### src/rtl/rrarbiter_if.sv
// Request/grant bundle between requesters and the round-robin arbiter.
interface rrarbiter_if #(
  parameter int unsigned N = 4
);
  localparam int unsigned IW = $clog2(N);

  logic          FixedPriority;
  logic [N-1:0]  Req;
  logic          Done;
  logic [N-1:0]  Grant;
  logic          GrantValid;
  logic [IW-1:0] GrantIdx;

  modport master (
    output FixedPriority, Req, Done,
    input  Grant, GrantValid, GrantIdx
  );

  modport slave (
    input  FixedPriority, Req, Done,
    output Grant, GrantValid, GrantIdx
  );
endinterface

### src/rtl/rrarbiter.sv
// N-way round-robin / fixed-priority arbiter with a registered one-hot grant
// that stays locked until the grantee signals Done.
module rrarbiter #(
  parameter int unsigned N = 4
) (
  input  logic        clk,
  input  logic        reset,
  rrarbiter_if.slave  bus
);
  localparam int unsigned IW = $clog2(N);

  localparam logic [0:0] IDLE = 1'b0;
  localparam logic [0:0] BUSY = 1'b1;

  logic [0:0]    state_q, state_d;
  logic [IW-1:0] ptr_q, ptr_d;
  logic [N-1:0]  grant_q, grant_d;
  logic [IW-1:0] idx_q, idx_d;

  logic [IW-1:0] next_ptr_c;
  logic [IW-1:0] start_c;
  logic [N-1:0]  win_c;

  // Rotate right by start, isolate lowest set bit, rotate back.
  function automatic logic [N-1:0] arb(input logic [N-1:0] req,
                                       input logic [IW-1:0] start);
    logic [2*N-1:0] dbl;
    logic [N-1:0]   rot;
    logic [N-1:0]   one;
    dbl = {req, req} >> start;
    rot = dbl[N-1:0];
    one = rot & (~rot + N'(1));
    dbl = {one, one} << start;
    return dbl[2*N-1:N];
  endfunction

  function automatic logic [IW-1:0] enc(input logic [N-1:0] onehot);
    logic [IW-1:0] idx;
    idx = '0;
    for (int unsigned i = 0; i < N; i++) begin
      if (onehot[i]) idx = IW'(i);
    end
    return idx;
  endfunction

  // Successor of the current grantee, wrapping at N-1 (N need not be a power of two).
  assign next_ptr_c = (idx_q == IW'(N - 1)) ? '0 : idx_q + IW'(1);

  // One shared arbiter: the start point depends on whether we rearbitrate after Done.
  assign start_c = bus.FixedPriority ? '0 :
                   ((state_q == BUSY) ? next_ptr_c : ptr_q);
  assign win_c   = arb(bus.Req, start_c);

  always_comb begin
    state_d = state_q;
    ptr_d   = ptr_q;
    grant_d = grant_q;
    idx_d   = idx_q;
    case (state_q)
      IDLE: begin
        if (|bus.Req) begin
          grant_d = win_c;
          idx_d   = enc(win_c);
          state_d = BUSY;
        end
      end
      BUSY: begin
        if (bus.Done) begin
          ptr_d = next_ptr_c;
          if (|bus.Req) begin
            grant_d = win_c;
            idx_d   = enc(win_c);
          end else begin
            grant_d = '0;
            state_d = IDLE;
          end
        end
      end
      default: begin
        grant_d = '0;
        state_d = IDLE;
      end
    endcase
  end

  always_ff @(posedge clk) begin
    if (reset) begin
      state_q <= IDLE;
      ptr_q   <= '0;
      grant_q <= '0;
      idx_q   <= '0;
    end else begin
      state_q <= state_d;
      ptr_q   <= ptr_d;
      grant_q <= grant_d;
      idx_q   <= idx_d;
    end
  end

  assign bus.Grant      = grant_q;
  assign bus.GrantValid = (state_q == BUSY);
  assign bus.GrantIdx   = idx_q;

endmodule

### src/flat_wrapper.sv
// flat-port wrapper written by rule: the top's interface ports become plain ports
module rrarbiter_flat 
#(
  parameter int unsigned N = 4
)
  (clk, reset, bus_FixedPriority, bus_Req, bus_Done, bus_Grant, bus_GrantValid, bus_GrantIdx);
  rrarbiter_if #(.N(N)) bus_i ();
  input  logic clk;
  input  logic reset;
  input wire logic [$bits(bus_i.FixedPriority)-1:0] bus_FixedPriority;
  input wire logic [$bits(bus_i.Req)-1:0] bus_Req;
  input wire logic [$bits(bus_i.Done)-1:0] bus_Done;
  output wire logic [$bits(bus_i.Grant)-1:0] bus_Grant;
  output wire logic [$bits(bus_i.GrantValid)-1:0] bus_GrantValid;
  output wire logic [$bits(bus_i.GrantIdx)-1:0] bus_GrantIdx;
  assign bus_i.FixedPriority = bus_FixedPriority;
  assign bus_i.Req = bus_Req;
  assign bus_i.Done = bus_Done;
  assign bus_Grant = bus_i.Grant;
  assign bus_GrantValid = bus_i.GrantValid;
  assign bus_GrantIdx = bus_i.GrantIdx;
  rrarbiter #(.N(N)) u_core (.clk(clk), .reset(reset), .bus(bus_i));
endmodule
### config.mk
export PLATFORM = sky130hd
export DESIGN_NAME = rrarbiter_flat
export DESIGN_NICKNAME = d
export VERILOG_FILES = /design/src/rtl/rrarbiter_if.sv /design/src/rtl/rrarbiter.sv /design/src/flat_wrapper.sv
export SDC_FILE = /design/constraint.sdc
export NUM_CORES = 1
export LEC_CHECK = 0
export CORE_UTILIZATION = 47
export DETAILED_ROUTE_END_ITERATION = 8
export HOLD_SLACK_MARGIN = 0.06
export PLACE_DENSITY = 0.78
export SLEW_MARGIN = 20
export SYNTH_ARGS = -nofsm -noshare
export SYNTH_HDL_FRONTEND = slang
export SYNTH_SLANG_ARGS = --single-unit
### constraint.sdc
create_clock -name clk -period 2.3 [get_ports clk]
set_input_delay 0.69 -clock clk [delete_from_list [all_inputs] [get_ports clk]]
set_output_delay 0.69 -clock clk [all_outputs]
set_load 0.01 [all_outputs]
==> Word-level counts from Yosys, hierarchy flattened <==
Cells that the tools add are included.
{ "totals": {"elab_cells": 33, "register_bits": 9} }
{ "classes": {"reduce_logical": 3, "n_eq_ne": 3, "mux": 16, "n_shift": 2, "addsub": 2, "bitwise": 3} }
{ "ops": {"columns": ["cell", "count"], "rows": [
  ["$mux 2", 7],
  ["$mux 4", 3],
  ["$pmux 4 s2", 1],
  ["$shl 8x2->8", 1],
  ["$shr 8x2->4", 1],
  ["$add 4x1->4 const B", 1],
  ["$and 4x4->4", 1],
  ["$not 4->4", 1],
  ["$pmux 2 s2", 1],
  ["$reduce_and 2->1", 2],
  ["$reduce_or 4->1", 1],
  ["$mux 1", 3],
  ["$add 2x1->2 const B", 1],
  ["$eq 2x2->1 const B", 1],
  ["$ne 2x1->1 const B", 1],
  ["$ne 2x2->1 const B", 1],
  ["$pmux 1 s2", 1],
  ["$not 1->1", 1]
]} }

==> Logic depth before layout (Yosys ltp) <==
Gate-level depths: netlist of the first run.
{ "logic_depth": {"word_depth": 15, "mapped_depth": 6, "ltp_nobuf": 6} }

==> Worst setup path after synthesis of the first run <==
Ideal clock, no wire load.
{ "synth_timing": {"kind": "register to register", "start": "reg u_core.idx_q[0] (netlist: u_core.bus.GrantIdx[0])", "end": "reg u_core.idx_q[0] (netlist: u_core.bus.GrantIdx[0])", "setup_ns": 0.125, "path_slack_ns": 0.430, "arrival_ns": 1.744, "stages_incl_launch_ff": 7, "period_less_slack_ns": 1.870, "t_required_ns": 2.175, "cell_sequence": "dfxtp_1 -> ha_1 -> nor2b_1 -> a32oi_1 -> nor3_1 -> o31a_1 -> o41a_1"} }
{ "synth_between": {"elab_chain_cells": 15, "word_cells_on_any_way": 16, "classes_between": "add/sub: 2; eq/ne: 1; shift: 2; mux: 9; bitwise: 2"} }
{ "synth_lines": {"columns": ["item", "line", "text"], "rows": [
  ["from (decl)", "rrarbiter.sv:18", "logic [IW-1:0] idx_q, idx_d;"],
  ["from (signal assigned)", "rrarbiter.sv:96", "idx_q <= idx_d;"],
  ["$add 2x1->2 or $eq 2x2->1 (tied branches)", "rrarbiter.sv:47", "assign next_ptr_c = (idx_q == IW'(N - 1)) ? '0 : idx_q + IW'(1);"],
  ["$mux 2 (*)", "rrarbiter.sv:47", null],
  ["net u_core.next_ptr_c[1]", "rrarbiter.sv:20", "logic [IW-1:0] next_ptr_c;"],
  ["$mux 2 (*)", "rrarbiter.sv:51", "((state_q == BUSY) ? next_ptr_c : ptr_q);"],
  ["$mux 2 (*)", "rrarbiter.sv:50", "assign start_c = bus.FixedPriority ? '0 :"],
  ["$shr 8x2->4", "rrarbiter.sv:30", "dbl = {req, req} >> start;"],
  ["$not 4->4", "rrarbiter.sv:32", "one = rot & (~rot + N'(1));"],
  ["$add 4x1->4", "rrarbiter.sv:32", null],
  ["$and 4x4->4", "rrarbiter.sv:32", null],
  ["$shl 8x2->8 (*)", "rrarbiter.sv:33", "dbl = {one, one} << start;"],
  ["$mux 1", "rrarbiter.sv:41", "if (onehot[i]) idx = IW'(i);"],
  ["$mux 2", "rrarbiter.sv:41", null],
  ["$mux 2 (*)", "rrarbiter.sv:41", null],
  ["$mux 2 (*)", "rrarbiter.sv:61, rrarbiter.sv:70", null],
  ["$mux 2", "rrarbiter.sv:68", "if (bus.Done) begin"],
  ["$pmux 2 s2 (*)", "rrarbiter.sv:59", "case (state_q)"]
]} }
The timed path passes the listed nets; every way through them passes the cells marked *. The select of a mux whose other input is x is not followed.
A chain may end at the register's enable or synchronous reset.

==> Worst setup path in the final report of the first run <==
{ "layout_timing": {"start": "in bus_FixedPriority", "end": "reg u_core.idx_q[0] (netlist: u_core.bus.GrantIdx[0])"} }
{ "layout_between": {"elab_chain_cells": 12} }
{ "layout_lines": {"columns": ["item", "line", "text"], "rows": [
  ["from (decl)", "flat_wrapper.sv:10", "input wire logic [$bits(bus_i.FixedPriority)-1:0] bus_FixedPriority;"],
  ["$mux 2 (*)", "rrarbiter.sv:50", null],
  ["$shr 8x2->4", "rrarbiter.sv:30", null],
  ["$not 4->4", "rrarbiter.sv:32", null],
  ["$add 4x1->4", "rrarbiter.sv:32", null],
  ["$and 4x4->4", "rrarbiter.sv:32", null],
  ["$shl 8x2->8 (*)", "rrarbiter.sv:33", null],
  ["$mux 1", "rrarbiter.sv:41", null],
  ["$mux 2", "rrarbiter.sv:41", null],
  ["$mux 2 (*)", "rrarbiter.sv:41", null],
  ["$mux 2 (*)", "rrarbiter.sv:61, rrarbiter.sv:70", null],
  ["$mux 2", "rrarbiter.sv:68", null],
  ["$pmux 2 s2 (*)", "rrarbiter.sv:59", null]
]} }
Mark *: on every way between the ends. The rest lies on a longest branch, timed or not. The select of a mux whose other input is x is not followed.

==> impl_metrics.tcl, run 1 <==
set metrics [dict create \
    maxSlewHeadroom 0.710 \
    cts_root_buf "clkbuf_4" \
    ff2ff_setup_slack_ns 0.44 \
    yosys.area_share.xor_xnor 0 \
    worstSetupStartpointType "primary input" \
    final_area_um2 883 \
    synth_area_um2 636 \
    dp.cells 120 \
    placed_cell_area_um2 857 \
    ys_seq_elements 9 \
    hold_slack_ns 0.467 \
    cts_buffers 3 \
    cts_resized 0 \
    path_cells "clkdlybuf4s50_1 > nor2_1 > a32oi_1 > nor3_1 > o31a_1 > o41a_1" \
    status "complete, no violations" \
    grt_pass1_vias 598 \
    dieHeight_um 38.8 \
    grt_pass1_wl_um 2500 \
    yosys.area.top_type "dfxtp_1" \
    core-area_mm2 0.00119 \
    clkTransAtPathRegs_ns 0.06 \
    crit_type "primary input to register" \
    critPathSlowestCell "clkdlybuf4s50_1" \
    rsz0062_at_grt "false" \
    synthCells 85 \
    synth_top_family_by_area "compound AO/OA/AOI/OAI gates" \
    syn_area_per_cell_um2 7.48 \
    io_pins 15 \
    start_util 0.536 \
    vias 735 \
    critPathRequiredTime_ns 2.46 \
    area_growth_pct 39.0 \
    synth-simple-area-share 0.252 \
    drc 0 \
    end_kind "register" \
    drt_iter0_drc 24 \
    antenna_found_initial 0 \
    finalPower_mw 0.463 \
    cts_setup_buffers 0 \
    synth.area.top_cells "dfxtp_1 (28%), nor2_1 (5.9%), a21oi_1 (5.5%)" \
    hpwl_um 1260 \
    cts-hold-fix-buffers 0 \
    ys_warn_count 0 \
    skew_ns 0.00541 \
    clock-sinks 9 \
    yosysTopAreaCellShare 0.283 \
    max_freq_mhz 488 \
    clockBufferDepth 2 \
    n_antenna_cell 0 \
    ant_nets 0 \
    clkLatencyLatePin_ns 0.27 \
    period_minus_slack_ns 2.05 \
    routed_wl_um 1600 \
    leakagePower_nw 0.363 \
    die-area_mm2 0.00150 \
    fill_cells 100 \
    syn_nets 94 \
    synthMuxAreaShare 0.0157 \
    cap_violations 0 \
    hp-start "u_core.bus.Grant[1]" \
    cpPeakStageDelay_ns 0.50 \
    vdd_drop_max_v 0.000340 \
    final_max_slew_viol_count 0 \
    rows 12 \
    gp_congestion 0.938 \
    hold_violations 0 \
    numPortBuffers 14 \
    power_density_mw_per_mm2 524 \
    synthAdderAreaFrac 0.0197 \
    reg2reg_to "u_core.bus.GrantIdx[0]" \
    dr.pass1.iters 4 \
    cts_tree "built" \
    min_path_type "register to register" \
    r2r_cells 7 \
    yosysSeqAreaShare 0.283 \
    worstMarginPinSlew_ns 0.430 \
    grt-ovfl-total 0 \
    viasPerCell 5.93 \
    drive_above_1_share 0.155 \
    final_cells 124 \
    cp.arrival_ns 2.21 \
    cts_htree_levels 1 \
    setup_ws_ns 0.252 \
    fin_crit_sh 0.890 \
    place_ws_ns -0.0249 \
    final_util 0.745 \
    synth_compound_area_frac 0.358 \
    final.setup.tns_ns 0 \
    grt_max_degree 11 \
    synth_cell_type_count 33 \
    whs_endpoint "u_core.bus.Grant[1]" \
    r2r_start "u_core.bus.GrantIdx[0]" \
    die_w_um 38.8 \
    finalNetCount 120 \
    hold_depth 2 \
    avgRoutedWirePerCell_um 12.9 \
    grtUsageTotal 0.251 \
    setup_viol 0 \
    path_max_fanout 3 \
]
## how the worst max path moves through the flow
stage / from / end / cells past startpoint
finish: bus_FixedPriority / u_core.bus.GrantIdx[0] / 6
global route: bus_FixedPriority / u_core.bus.GrantIdx[0] / 6
CTS: u_core.bus.GrantValid / bus_GrantValid / 1
detailed placement: bus_FixedPriority / u_core.bus.GrantIdx[0] / 6
global placement: bus_Req[0] / u_core.bus.Grant[3] / 5
floorplan: u_core.bus.GrantIdx[0] / u_core.bus.GrantIdx[0] / 6
## cell usage after synthesis
cell type / n
nand3_1: 7
nand2_1: 4
nand2b_1: 3
a22oi_1: 1
a32oi_1: 1
a311oi_1: 1
clkbuf_1: 4
a211oi_1: 1
nor2_1: 10
nor2b_1: 2
mux2i_1: 1
inv_1: 5
a211o_1: 1
ha_1: 1
o21ai_1: 3
a21oi_1: 7
a221o_1: 1
dfxtp_1: 9
and3_1: 1
a21boi_1: 1
a32oi_2: 1
o41a_1: 1
nor3_1: 4
o41ai_2: 1
nor4b_1: 1
a21o_1: 3
o31a_1: 1
nand4_1: 1
o22ai_1: 1
o211ai_1: 1
a31oi_1: 4
o21ai_0: 1
buf_6: 1
## flip-flops by register name, indices dropped and copies added, names as in the netlist
signal	flops
u_core.bus.GrantIdx	2
u_core.bus.GrantValid	1
u_core.ptr_q	2
u_core.bus.Grant	4
## worst max-delay path, delay by kind of cell
| family | cells | cell delay [ns] |
|---|---|---|
| AOI/OAI and AO/OA | 3 | 0.86 |
| buffers and inverters | 1 | 0.50 |
| and+or+nand+nor | 2 | 0.16 |
## logic make-up after synthesis
logic type | after synthesis
simple gates | 33
compound gates | 31
fa+ha+maj | 1
flops | 9
mux | 1
buf+inv | 10
## final cells by class
| cell class | count | area (um^2) | share of cell area |
|---|---|---|---|
| Clock buffer | 4 | 26.3 | 0.0297 |
| Inverter | 5 | 18.8 | 0.0212 |
| Multi-Input combinational cell | 66 | 410 | 0.465 |
| Sequential cell | 9 | 180 | 0.204 |
| Tap cell | 14 | 17.5 | 0.0198 |
| Timing Repair Buffer | 26 | 230 | 0.261 |
## cell usage in the layout, fill, tap and decap left out, types with 2 or more instances in the layout
cell type / netlist / layout
a21o_1: 3 / 3
a21oi_1: 7 / 7
a31oi_1: 4 / 4
buf_4: 0 / 12
clkbuf_4: 0 / 3
clkdlybuf4s50_1: 0 / 14
dfxtp_1: 9 / 9
inv_1: 5 / 5
nand2_1: 4 / 4
nand2b_1: 3 / 3
nand3_1: 7 / 7
nor2_1: 10 / 10
nor2b_1: 2 / 2
nor3_1: 4 / 4
o21ai_1: 3 / 3
## power breakdown
group / internal (mW) / switching (mW) / leakage [nW]
sequential: 0.168 / 0.0103 / 0.0741
clock: 0.0672 / 0.0617 / 0.0150
combinational: 0.0798 / 0.0761 / 0.274
## routing by layer
metal | global-route usage | vias up | wire length [um]
li1 | - | 368 | -
met1 | 0.298 | 336 | 738
met2 | 0.383 | 27 | 727
met3 | 0.0925 | 4 | 115
met4 | 0.138 | 0 | 20
met5 | 0 | - | 0
Note: power is estimated with default switching activity, not from simulation.
==> run 2: changes to the inputs <==
SKIP_LAST_GASP = 1   (was unset)
==> results of run 2 <==
No change in the layout: final DEF, timing and power equal those of run 1.
==> run 3: changes to the inputs <==
SKIP_LAST_GASP = unset   (was 1)
==> results of run 3 <==
No change in the layout: final DEF, timing and power equal those of run 1.
